--- src/rtl/debug_unit_pkg.sv ---
// debug_unit_pkg
//   Shared constants and types for the host-side debug unit:
//   - host command byte values (load, continuous run, single step, halt)
//   - top-level FSM state encoding
//   - cycle-counter width and bytes-per-word for stream assembly / reporting
package debug_unit_pkg;

    localparam int COUNT_W        = 32;
    localparam int BYTES_PER_WORD = 4;

    localparam logic [7:0] CMD_LOAD = 8'h4C;  // 'L'
    localparam logic [7:0] CMD_RUN  = 8'h43;  // 'C'
    localparam logic [7:0] CMD_STEP = 8'h53;  // 'S'
    localparam logic [7:0] CMD_HALT = 8'h48;  // 'H'

    typedef enum logic [2:0] {
        ST_IDLE,
        ST_LOAD_CNT,
        ST_LOAD_BYTE,
        ST_LOAD_WRITE,
        ST_RUN,
        ST_STEP,
        ST_SEND
    } state_t;

endpackage

--- src/rtl/dunit_tx_serializer.sv ---
// dunit_tx_serializer
//   Sends a COUNT_W-bit word MSB first as BYTES_PER_WORD bytes over a simple
//   ready/start transmitter handshake. For each byte: wait for i_tx_ready,
//   pulse o_tx_start for one cycle, idle one cycle (lets the transmitter drop
//   ready), then wait for ready again. o_done pulses once the last byte's
//   start has been issued.
// Ports:
//   i_clk, i_reset   clock, async active-high reset
//   i_word           word to send, captured on i_start
//   i_start          one-cycle request strobe (ignored while busy)
//   i_tx_ready       transmitter can accept a byte
//   o_tx_data        byte being sent, held stable until the next byte
//   o_tx_start       one-cycle transmit strobe
//   o_done           one-cycle completion pulse
module dunit_tx_serializer
    import debug_unit_pkg::*;
(
    input  logic               i_clk,
    input  logic               i_reset,
    input  logic [COUNT_W-1:0] i_word,
    input  logic               i_start,
    input  logic               i_tx_ready,
    output logic [7:0]         o_tx_data,
    output logic               o_tx_start,
    output logic               o_done
);

    typedef enum logic [1:0] {
        SER_IDLE,
        SER_WAIT,
        SER_PULSE,
        SER_GAP
    } ser_state_t;

    ser_state_t         state;
    logic [COUNT_W-1:0] shreg;
    logic [1:0]         byte_idx;

    always_ff @(posedge i_clk or posedge i_reset) begin
        if (i_reset) begin
            state      <= SER_IDLE;
            shreg      <= '0;
            byte_idx   <= '0;
            o_tx_data  <= '0;
            o_tx_start <= 1'b0;
            o_done     <= 1'b0;
        end else begin
            o_tx_start <= 1'b0;
            o_done     <= 1'b0;
            case (state)
                SER_IDLE: begin
                    if (i_start) begin
                        shreg    <= i_word;
                        byte_idx <= '0;
                        state    <= SER_WAIT;
                    end
                end
                SER_WAIT: begin
                    if (i_tx_ready) begin
                        o_tx_data  <= shreg[COUNT_W-1 -: 8];
                        shreg      <= {shreg[COUNT_W-9:0], 8'h00};
                        o_tx_start <= 1'b1;
                        state      <= SER_PULSE;
                    end
                end
                // o_tx_start is high during this cycle
                SER_PULSE: begin
                    if (byte_idx == 2'(BYTES_PER_WORD - 1)) begin
                        o_done <= 1'b1;
                        state  <= SER_IDLE;
                    end else begin
                        byte_idx <= byte_idx + 2'd1;
                        state    <= SER_GAP;
                    end
                end
                // transmitter needs a cycle to deassert ready after a start
                SER_GAP: state <= SER_WAIT;
                default: state <= SER_IDLE;
            endcase
        end
    end

endmodule

--- src/rtl/debug_unit.sv ---
// debug_unit
//   Host-side controller in front of the MIPS pipeline. Decodes a UART byte
//   stream: 'L' loads N program words into instruction memory, 'C' runs the
//   pipeline until HALT retires or 'H' arrives, 'S' steps one cycle. After a
//   run/step the 32-bit executed-cycle count is reported MSB first over UART.
// Ports:
//   i_clk, i_reset        clock, async active-high reset
//   i_rx_data/i_rx_valid  received byte and its one-cycle strobe
//   i_tx_ready            transmitter idle
//   i_halt                pipeline has retired HALT (level)
//   o_tx_data/o_tx_start  byte to send and its one-cycle strobe
//   o_dunit_clk_en        pipeline clock enable
//   o_dunit_w_en          instruction-memory write strobe
//   o_dunit_mem_addr      byte address of the write
//   o_dunit_mem_data      word to write
//   o_busy                high whenever the FSM is not in IDLE
module debug_unit
    import debug_unit_pkg::*;
#(
    parameter int NB_REG   = 32,
    parameter int NB_WIDHT = 9
) (
    input  logic              i_clk,
    input  logic              i_reset,
    input  logic [7:0]        i_rx_data,
    input  logic              i_rx_valid,
    input  logic              i_tx_ready,
    input  logic              i_halt,
    output logic [7:0]        o_tx_data,
    output logic              o_tx_start,
    output logic              o_dunit_clk_en,
    output logic              o_dunit_w_en,
    output logic [NB_REG-1:0] o_dunit_mem_addr,
    output logic [NB_REG-1:0] o_dunit_mem_data,
    output logic              o_busy
);

    // first byte address past the end of instruction memory
    localparam logic [NB_REG-1:0] MEM_BYTES = NB_REG'(1) << NB_WIDHT;

    state_t             state;
    logic [COUNT_W-1:0] cycle_cnt;
    logic [7:0]         n_words;
    logic [7:0]         word_idx;
    logic [1:0]         byte_cnt;
    logic [NB_REG-1:0]  word_sr;
    logic               ser_start;
    logic               ser_done;

    logic [NB_REG-1:0]  wr_addr;
    logic [NB_REG-1:0]  wr_word;
    logic               rx_halt_cmd;

    // word index -> byte address (4 bytes per word)
    assign wr_addr     = NB_REG'({word_idx, 2'b00});
    assign wr_word     = {word_sr[NB_REG-9:0], i_rx_data};
    assign rx_halt_cmd = i_rx_valid && (i_rx_data == CMD_HALT);

    always_ff @(posedge i_clk or posedge i_reset) begin
        if (i_reset) begin
            state            <= ST_IDLE;
            cycle_cnt        <= '0;
            n_words          <= '0;
            word_idx         <= '0;
            byte_cnt         <= '0;
            word_sr          <= '0;
            ser_start        <= 1'b0;
            o_dunit_clk_en   <= 1'b0;
            o_dunit_w_en     <= 1'b0;
            o_dunit_mem_addr <= '0;
            o_dunit_mem_data <= '0;
            o_busy           <= 1'b0;
        end else begin
            o_dunit_w_en <= 1'b0;
            ser_start    <= 1'b0;

            // counts every cycle the pipeline actually advanced
            if (o_dunit_clk_en)
                cycle_cnt <= cycle_cnt + 1'b1;

            case (state)
                ST_IDLE: begin
                    if (i_rx_valid) begin
                        case (i_rx_data)
                            CMD_LOAD: begin
                                cycle_cnt <= '0;
                                word_idx  <= '0;
                                o_busy    <= 1'b1;
                                state     <= ST_LOAD_CNT;
                            end
                            CMD_RUN: begin
                                o_busy <= 1'b1;
                                if (i_halt) begin
                                    ser_start <= 1'b1;
                                    state     <= ST_SEND;
                                end else begin
                                    o_dunit_clk_en <= 1'b1;
                                    state          <= ST_RUN;
                                end
                            end
                            CMD_STEP: begin
                                o_busy <= 1'b1;
                                if (i_halt) begin
                                    ser_start <= 1'b1;
                                    state     <= ST_SEND;
                                end else begin
                                    o_dunit_clk_en <= 1'b1;
                                    state          <= ST_STEP;
                                end
                            end
                            default: ;
                        endcase
                    end
                end

                ST_LOAD_CNT: begin
                    if (i_rx_valid) begin
                        if (i_rx_data == 8'd0) begin
                            o_busy <= 1'b0;
                            state  <= ST_IDLE;
                        end else begin
                            n_words  <= i_rx_data;
                            byte_cnt <= '0;
                            state    <= ST_LOAD_BYTE;
                        end
                    end
                end

                ST_LOAD_BYTE: begin
                    if (i_rx_valid) begin
                        word_sr <= wr_word;
                        if (byte_cnt == 2'(BYTES_PER_WORD - 1)) begin
                            byte_cnt <= '0;
                            state    <= ST_LOAD_WRITE;
                            // out-of-range words are consumed but never written
                            if (wr_addr < MEM_BYTES) begin
                                o_dunit_w_en     <= 1'b1;
                                o_dunit_mem_addr <= wr_addr;
                                o_dunit_mem_data <= wr_word;
                            end
                        end else begin
                            byte_cnt <= byte_cnt + 2'd1;
                        end
                    end
                end

                // write strobe is visible this cycle; rx bytes here are dropped
                ST_LOAD_WRITE: begin
                    word_idx <= word_idx + 8'd1;
                    if (word_idx + 8'd1 == n_words) begin
                        o_busy <= 1'b0;
                        state  <= ST_IDLE;
                    end else begin
                        state <= ST_LOAD_BYTE;
                    end
                end

                // halt and 'H' in the same cycle collapse into one stop
                ST_RUN: begin
                    if (i_halt || rx_halt_cmd) begin
                        o_dunit_clk_en <= 1'b0;
                        ser_start      <= 1'b1;
                        state          <= ST_SEND;
                    end else begin
                        o_dunit_clk_en <= 1'b1;
                    end
                end

                // single enabled cycle is this one
                ST_STEP: begin
                    o_dunit_clk_en <= 1'b0;
                    ser_start      <= 1'b1;
                    state          <= ST_SEND;
                end

                // serializer captures the counter one cycle after ser_start,
                // by which point the final increment has landed
                ST_SEND: begin
                    if (ser_done) begin
                        o_busy <= 1'b0;
                        state  <= ST_IDLE;
                    end
                end

                default: begin
                    o_dunit_clk_en <= 1'b0;
                    o_busy         <= 1'b0;
                    state          <= ST_IDLE;
                end
            endcase
        end
    end

    dunit_tx_serializer u_tx_ser (
        .i_clk      (i_clk),
        .i_reset    (i_reset),
        .i_word     (cycle_cnt),
        .i_start    (ser_start),
        .i_tx_ready (i_tx_ready),
        .o_tx_data  (o_tx_data),
        .o_tx_start (o_tx_start),
        .o_done     (ser_done)
    );

endmodule

--- config.mk ---
export PLATFORM = sky130hd
export DESIGN_NAME = debug_unit
export DESIGN_NICKNAME = d
export VERILOG_FILES = /design/src/rtl/debug_unit_pkg.sv /design/src/rtl/dunit_tx_serializer.sv /design/src/rtl/debug_unit.sv
export SDC_FILE = /design/constraint.sdc
export NUM_CORES = 1
export LEC_CHECK = 0
export ABC_AREA = 1
export CAP_MARGIN = 5
export CORE_ASPECT_RATIO = 0.8
export CORE_MARGIN = 5
export CORE_UTILIZATION = 49
export DETAILED_ROUTE_END_ITERATION = 10
export PLACE_DENSITY = 0.71
export SYNTH_ARGS = -nofsm -noshare
export SYNTH_HDL_FRONTEND = slang
export SYNTH_SLANG_ARGS = --single-unit
--- constraint.sdc ---
create_clock -name i_clk -period 12.9 [get_ports i_clk]
set_input_delay 1.29 -clock i_clk [delete_from_list [all_inputs] [get_ports i_clk]]
set_output_delay 1.29 -clock i_clk [all_outputs]
set_load 0.05 [all_outputs]
Yosys cells after proc, flatten, opt, wreduce, memory -nomap -nowiden
Index checks and enable logic that the tools add are counted.
W data, S select, Z words.

storage, ports and cells
  flip-flop bits (word level) = 167
  bits in latches = 0
  memory bits (writable) = 0
  ROM bits = 0
  bits of input ports = 13
  output and inout bits = 76
  logic and storage cells = 143
  memories = 0

operators by class
  add/subtract/negate cells = 4
  multipliers = 0
  div/mod/pow operators = 0
  $lt $le $gt $ge = 1
  equality and inequality tests = 33
  shift operators = 0
  multiplexer cells = 59
  bitwise gates (word level) = 3
  reduce and logical (&&, ||, !) cells = 25

operators with widths
  cell                     number
  $mux W32                 6
  $pmux W32 S2             1
  $add A32 B1 Y32 const B  1
  $eq A8 B7 Y1 const B     4
  $ne A2 B2 Y1 const B     14
  $mux W2                  13
  $mux W1                  22
  $pmux W3 S7              1
  $mux W3                  6
  $mux W8                  2
  $pmux W8 S2              1
  $reduce_and A7 Y1        2
  $reduce_and A3 Y1        4
  $reduce_and A4 Y1        3
  $lt A10 B10 Y1 const B   1
  $eq A3 B3 Y1 const B     3
  $pmux W3 S3              1
  $add A8 B1 Y8 const B    1
  $eq A2 B2 Y1 const B     4
  $eq A8 B8 Y1             1
  $logic_not A8 Y1         1
  $pmux W2 S2              2
  $pmux W2 S4              1
  $reduce_bool A2 Y1       4
  17 further kinds         26

Logic depth before layout (Yosys ltp)
  word-level depth = 5
  gate-level depth with buffers = 14
  depth with buffers taken out = 14

Hierarchy
A second synthesis with hierarchy kept.

unflattened totals
  cell total of the unflattened synthesis = 1015
  area total of the unflattened synthesis = 8304.2 um^2

modules (own cells, without submodules)
  module               times used  cells an instance  area an instance (um^2)  seq. area each (um^2)
  debug_unit           1           703                5975.7                   3027.9
  dunit_tx_serializer  1           312                2328.5                   1151.1

Worst setup path after synthesis
Ideal clock, no wire load.

  path type = in2reg
  start point = input port i_rx_data[6]
  end point = register cycle_cnt[22]
  setup time = 121 ps
  arrival time = 2273 ps
  required time = 12779 ps
  slack = 10506 ps
  stages on the path = 10
  buffers on the path = 1
  cell sequence = inv_1 -> nor2_1 -> nand2_1 -> inv_1 -> nand3_1 -> inv_1 -> nand3_1 -> inv_2 -> buf_2 -> nor2_1

on the way
  cells in the longest elaborated chain, start to end = 4

RTL lines
  item                  RTL line          source
  from (decl)           debug_unit.sv:25  input logic [7:0] i_rx_data,
  $eq A8 B7 Y1          debug_unit.sv:84  case (i_rx_data)
  $mux W32              debug_unit.sv:84
  $mux W32              debug_unit.sv:83  if (i_rx_valid) begin
  $mux W32              debug_unit.sv:81  case (state)
  to (signal assigned)  debug_unit.sv:79  cycle_cnt <= cycle_cnt + 1'b1;
  to (decl)             debug_unit.sv:42  logic [COUNT_W-1:0] cycle_cnt;

Every way passes these cells.
A chain may end at the register's enable or synchronous reset.

Worst setup path in the final report
  start point = input port i_rx_valid
  end point = register o_dunit_mem_addr[2]

on the way
  cells in the longest elaborated chain, start to end = 1

RTL lines
  item                         RTL line           source
  from (decl)                  debug_unit.sv:26   input logic i_rx_valid,
  $reduce_and A4 Y1 (no line)  -
  to (signal assigned)         debug_unit.sv:138  o_dunit_mem_addr <= wr_addr;
  to (decl)                    debug_unit.sv:33   output logic [NB_REG-1:0] o_dunit_mem_addr,

Every way passes these cells.

==> out/qor.txt <==
die height: 124 um
DP Cell Count: 1203
Setup CP Type: primary input to flop
clock slew at reported path FFs: 0.07 ns
RePlAce Congestion: 0.887
DR iter-0 viols: 446
Distinct cells, synth: 39
Post-CTS Repair Setup Buffers: 0
final core utilization: 58.4%
Layout Skew: 0.00962 ns
hold slack: 0.471 ns
hold buffers post-CTS: 0
Avg WL per Cell: 13.8 um
Final Instance Count excl. Fillers: 1235
Final Net Count: 1027
via count: 6153
crit start category: primary input
Final Cycle Share: 26.3%
core box area: 0.0158 sq mm
DRT Pass-1 Iters: 5
Initial Util: 50.0%
overall power: 2.27 mW
DRC Markers: 0
share of cells above drive strength 1: 6.08%
Pwr Density: 246 mW/mm^2
Final setup viols: 0
dpl ws: 9.07 ns
PnR worst setup slack: 9.50 ns
Hold Crit Class: flop to flop
synth warn: 0
DP HPWL: 11600 um
number of I/O port buffers: 64
worst stage delay on the critical path: 0.64 ns
final hold viol count: 0
Ports: 89
CTS tree: yes
Post-Syn Instances: 951
largest area contributor in the netlist: dfrtp_1
flops & latches, synth: 167
CTS max path bufs: 2
setup TNS: 0 ns
Synth top area share: 52.9%
ANT nets after route: 0
area growth from synthesis to layout: 16.9%
max_cap viols: 0
leakage power: 4.46 nW
GR peak layer: met1
commonest cells after routing, fill and taps aside: 252 x nand2_1, 167 x dfrtp_1, 107 x inv_1, 94 x nor2_1, 65 x o21ai_0
row cnt: 41
first-pass GRT wire length: 28600 um
Area contributors post-synth: dfrtp_1 53%, nand2_1 12%, inv_1 5.1%
fillers: 1469
Avg Inst Size Synth: 8.30 sq um
Top delay family on crit path: buffers and inverters
slew margin rel.: 26.6%
Root Buffer: clkbuf_16
most used cell, CP: nand2_1
htree depth: 4
grt ovf: 0
Worst EP required: 13.18 ns
Cell Chain, Critical Path: clkdlybuf4s50_1, nand2_1, buf_4, nor3_2, inv_2, nand2_1, o21ai_1
Worst path slowest cell: clkdlybuf4s50_1
Worst Tran Pin Value: 1.10 ns
Antenna Cells: 0
met2 Resource Use GR: 27.2%
CTS resizes: 0
Setup crit end kind: flop
initial antenna violation count: 0
drt total wl: 17000 um
commonest non-fill, non-tap cell in the layout: nand2_1
worst vdd ir: 0.116 mV
Skew-Pair Late Insertion Delay: 0.43 ns
CP max FO: 70
Seq/Total Area, Yosys: 52.9%
final instance area: 0.00923 sq mm
met1 GRT Util: 28.6%
status: finished, final reports clean
clock buffer count from CTS: 17
max-slew violations: 0
Global Route Usage Sum: 18.9%
pin count of the biggest net entering global routing: 97
Worst EP arrival: 3.68 ns
placed instance area: 0.00862 sq mm
DR vias/cell: 4.98
Synth Cell Area: 0.00789 sq mm
die area: 0.0188 sq mm
Max Clock Freq: 294 MHz
Worst Path Buf+Inv: 3
fin crit period: 3.40 ns
Num Clock Sinks: 167
die width: 152 um
GR Util met3: 4.69%
RSZ-0062 raised after global routing: no
vias in the first global route: 5580
==> power breakdown <==
part | internal, mW | total [mW] | switching [mW]
clock network | 0.279 | 0.518 | 0.239
logic | 0.292 | 0.904 | 0.612
registers | 0.713 | 0.852 | 0.139
==> registers in the layout, indices dropped and copies added (netlist names), 2 cells and up <==
name	flops
byte_cnt	2
cycle_cnt	32
n_words	8
o_dunit_mem_addr	8
o_dunit_mem_data	32
state	3
u_tx_ser.byte_idx	2
u_tx_ser.o_tx_data	8
u_tx_ser.shreg	32
u_tx_ser.state	2
word_idx	8
word_sr	24
==> final timing paths <==
path | from | to | slack [ns] | cells past startpoint
max in group asynchronous | i_reset | cycle_cnt[30] | 10.04 | 3
min | o_dunit_mem_data[28] | o_dunit_mem_data[28] | 0.47 | 2
max | i_rx_valid | o_dunit_mem_addr[2] | 9.50 | 7
min reg2reg | o_dunit_mem_data[28] | o_dunit_mem_data[28] | 0.47 | 2
max reg2reg | u_tx_ser.state[1] | u_tx_ser.shreg[26] | 10.08 | 9
min in group asynchronous | i_reset | u_tx_ser.shreg[31] | 1.41 | 2
==> layer usage <==
| layer | vias up | wire (um) |
|---|---|---|
| li1 | 3097 | - |
| met1 | 2910 | 8820 |
| met2 | 132 | 7250 |
| met3 | 14 | 776 |
| met4 | 0 | 180 |
| met5 | - | 0 |
==> area by class of cell <==
| type | count | area [sq um] | area share, % |
|---|---|---|---|
| clock buffer | 17 | 425 | 4.61 |
| clock inverter | 15 | 179 | 1.94 |
| inverter | 112 | 425 | 4.61 |
| multi-input combinational | 641 | 3080 | 33.4 |
| sequential | 167 | 4180 | 45.3 |
| tap | 215 | 269 | 2.92 |
| timing repair buffer | 68 | 671 | 7.27 |
==> worst register-to-register path, cell delays in order (launching register included) <==
cell	delay, ns
dfrtp_1	0.38
inv_1	0.10
ha_1	0.77
inv_1	0.09
buf_4	0.30
o21ai_1	0.36
a21oi_4	0.04
buf_4	0.32
o211ai_1	0.21
o21ai_0	0.11
==> kinds of logic after synthesis <==
logic type      synth area share [%]
simple gates                    23.7
flops                           52.9
buf+inv                         9.23
compound gates                  10.1
xor+xnor                        2.89
fa+ha+maj                       1.11
other cells                   0.0475
==> synth_stat cells <==
library cell,n
nand2_1,252
dfrtp_1,167
inv_1,108
nor2_1,94
o21ai_0,65
nand3_1,46
o21ai_1,36
buf_4,24
xor2_1,20
a31oi_1,18
clkbuf_1,17
buf_2,12
nor3_1,12
a21oi_1,9
nand4_1,8
ha_1,7
o211ai_1,7
nand2_2,6
xnor2_1,6
inv_2,4
nor2_2,4
nor2_4,4
o22ai_1,4
nor3_4,3
nand3b_1,2
o21a_1,2
o31ai_1,2
a21oi_2,1
a32o_1,1
and2_1,1
and3_1,1
buf_1,1
conb_1,1
nand2_4,1
nor3_2,1
nor3b_2,1
nor4_1,1
o21bai_1,1
or2_1,1
No activity file was read; power rests on OpenSTA's default activity.
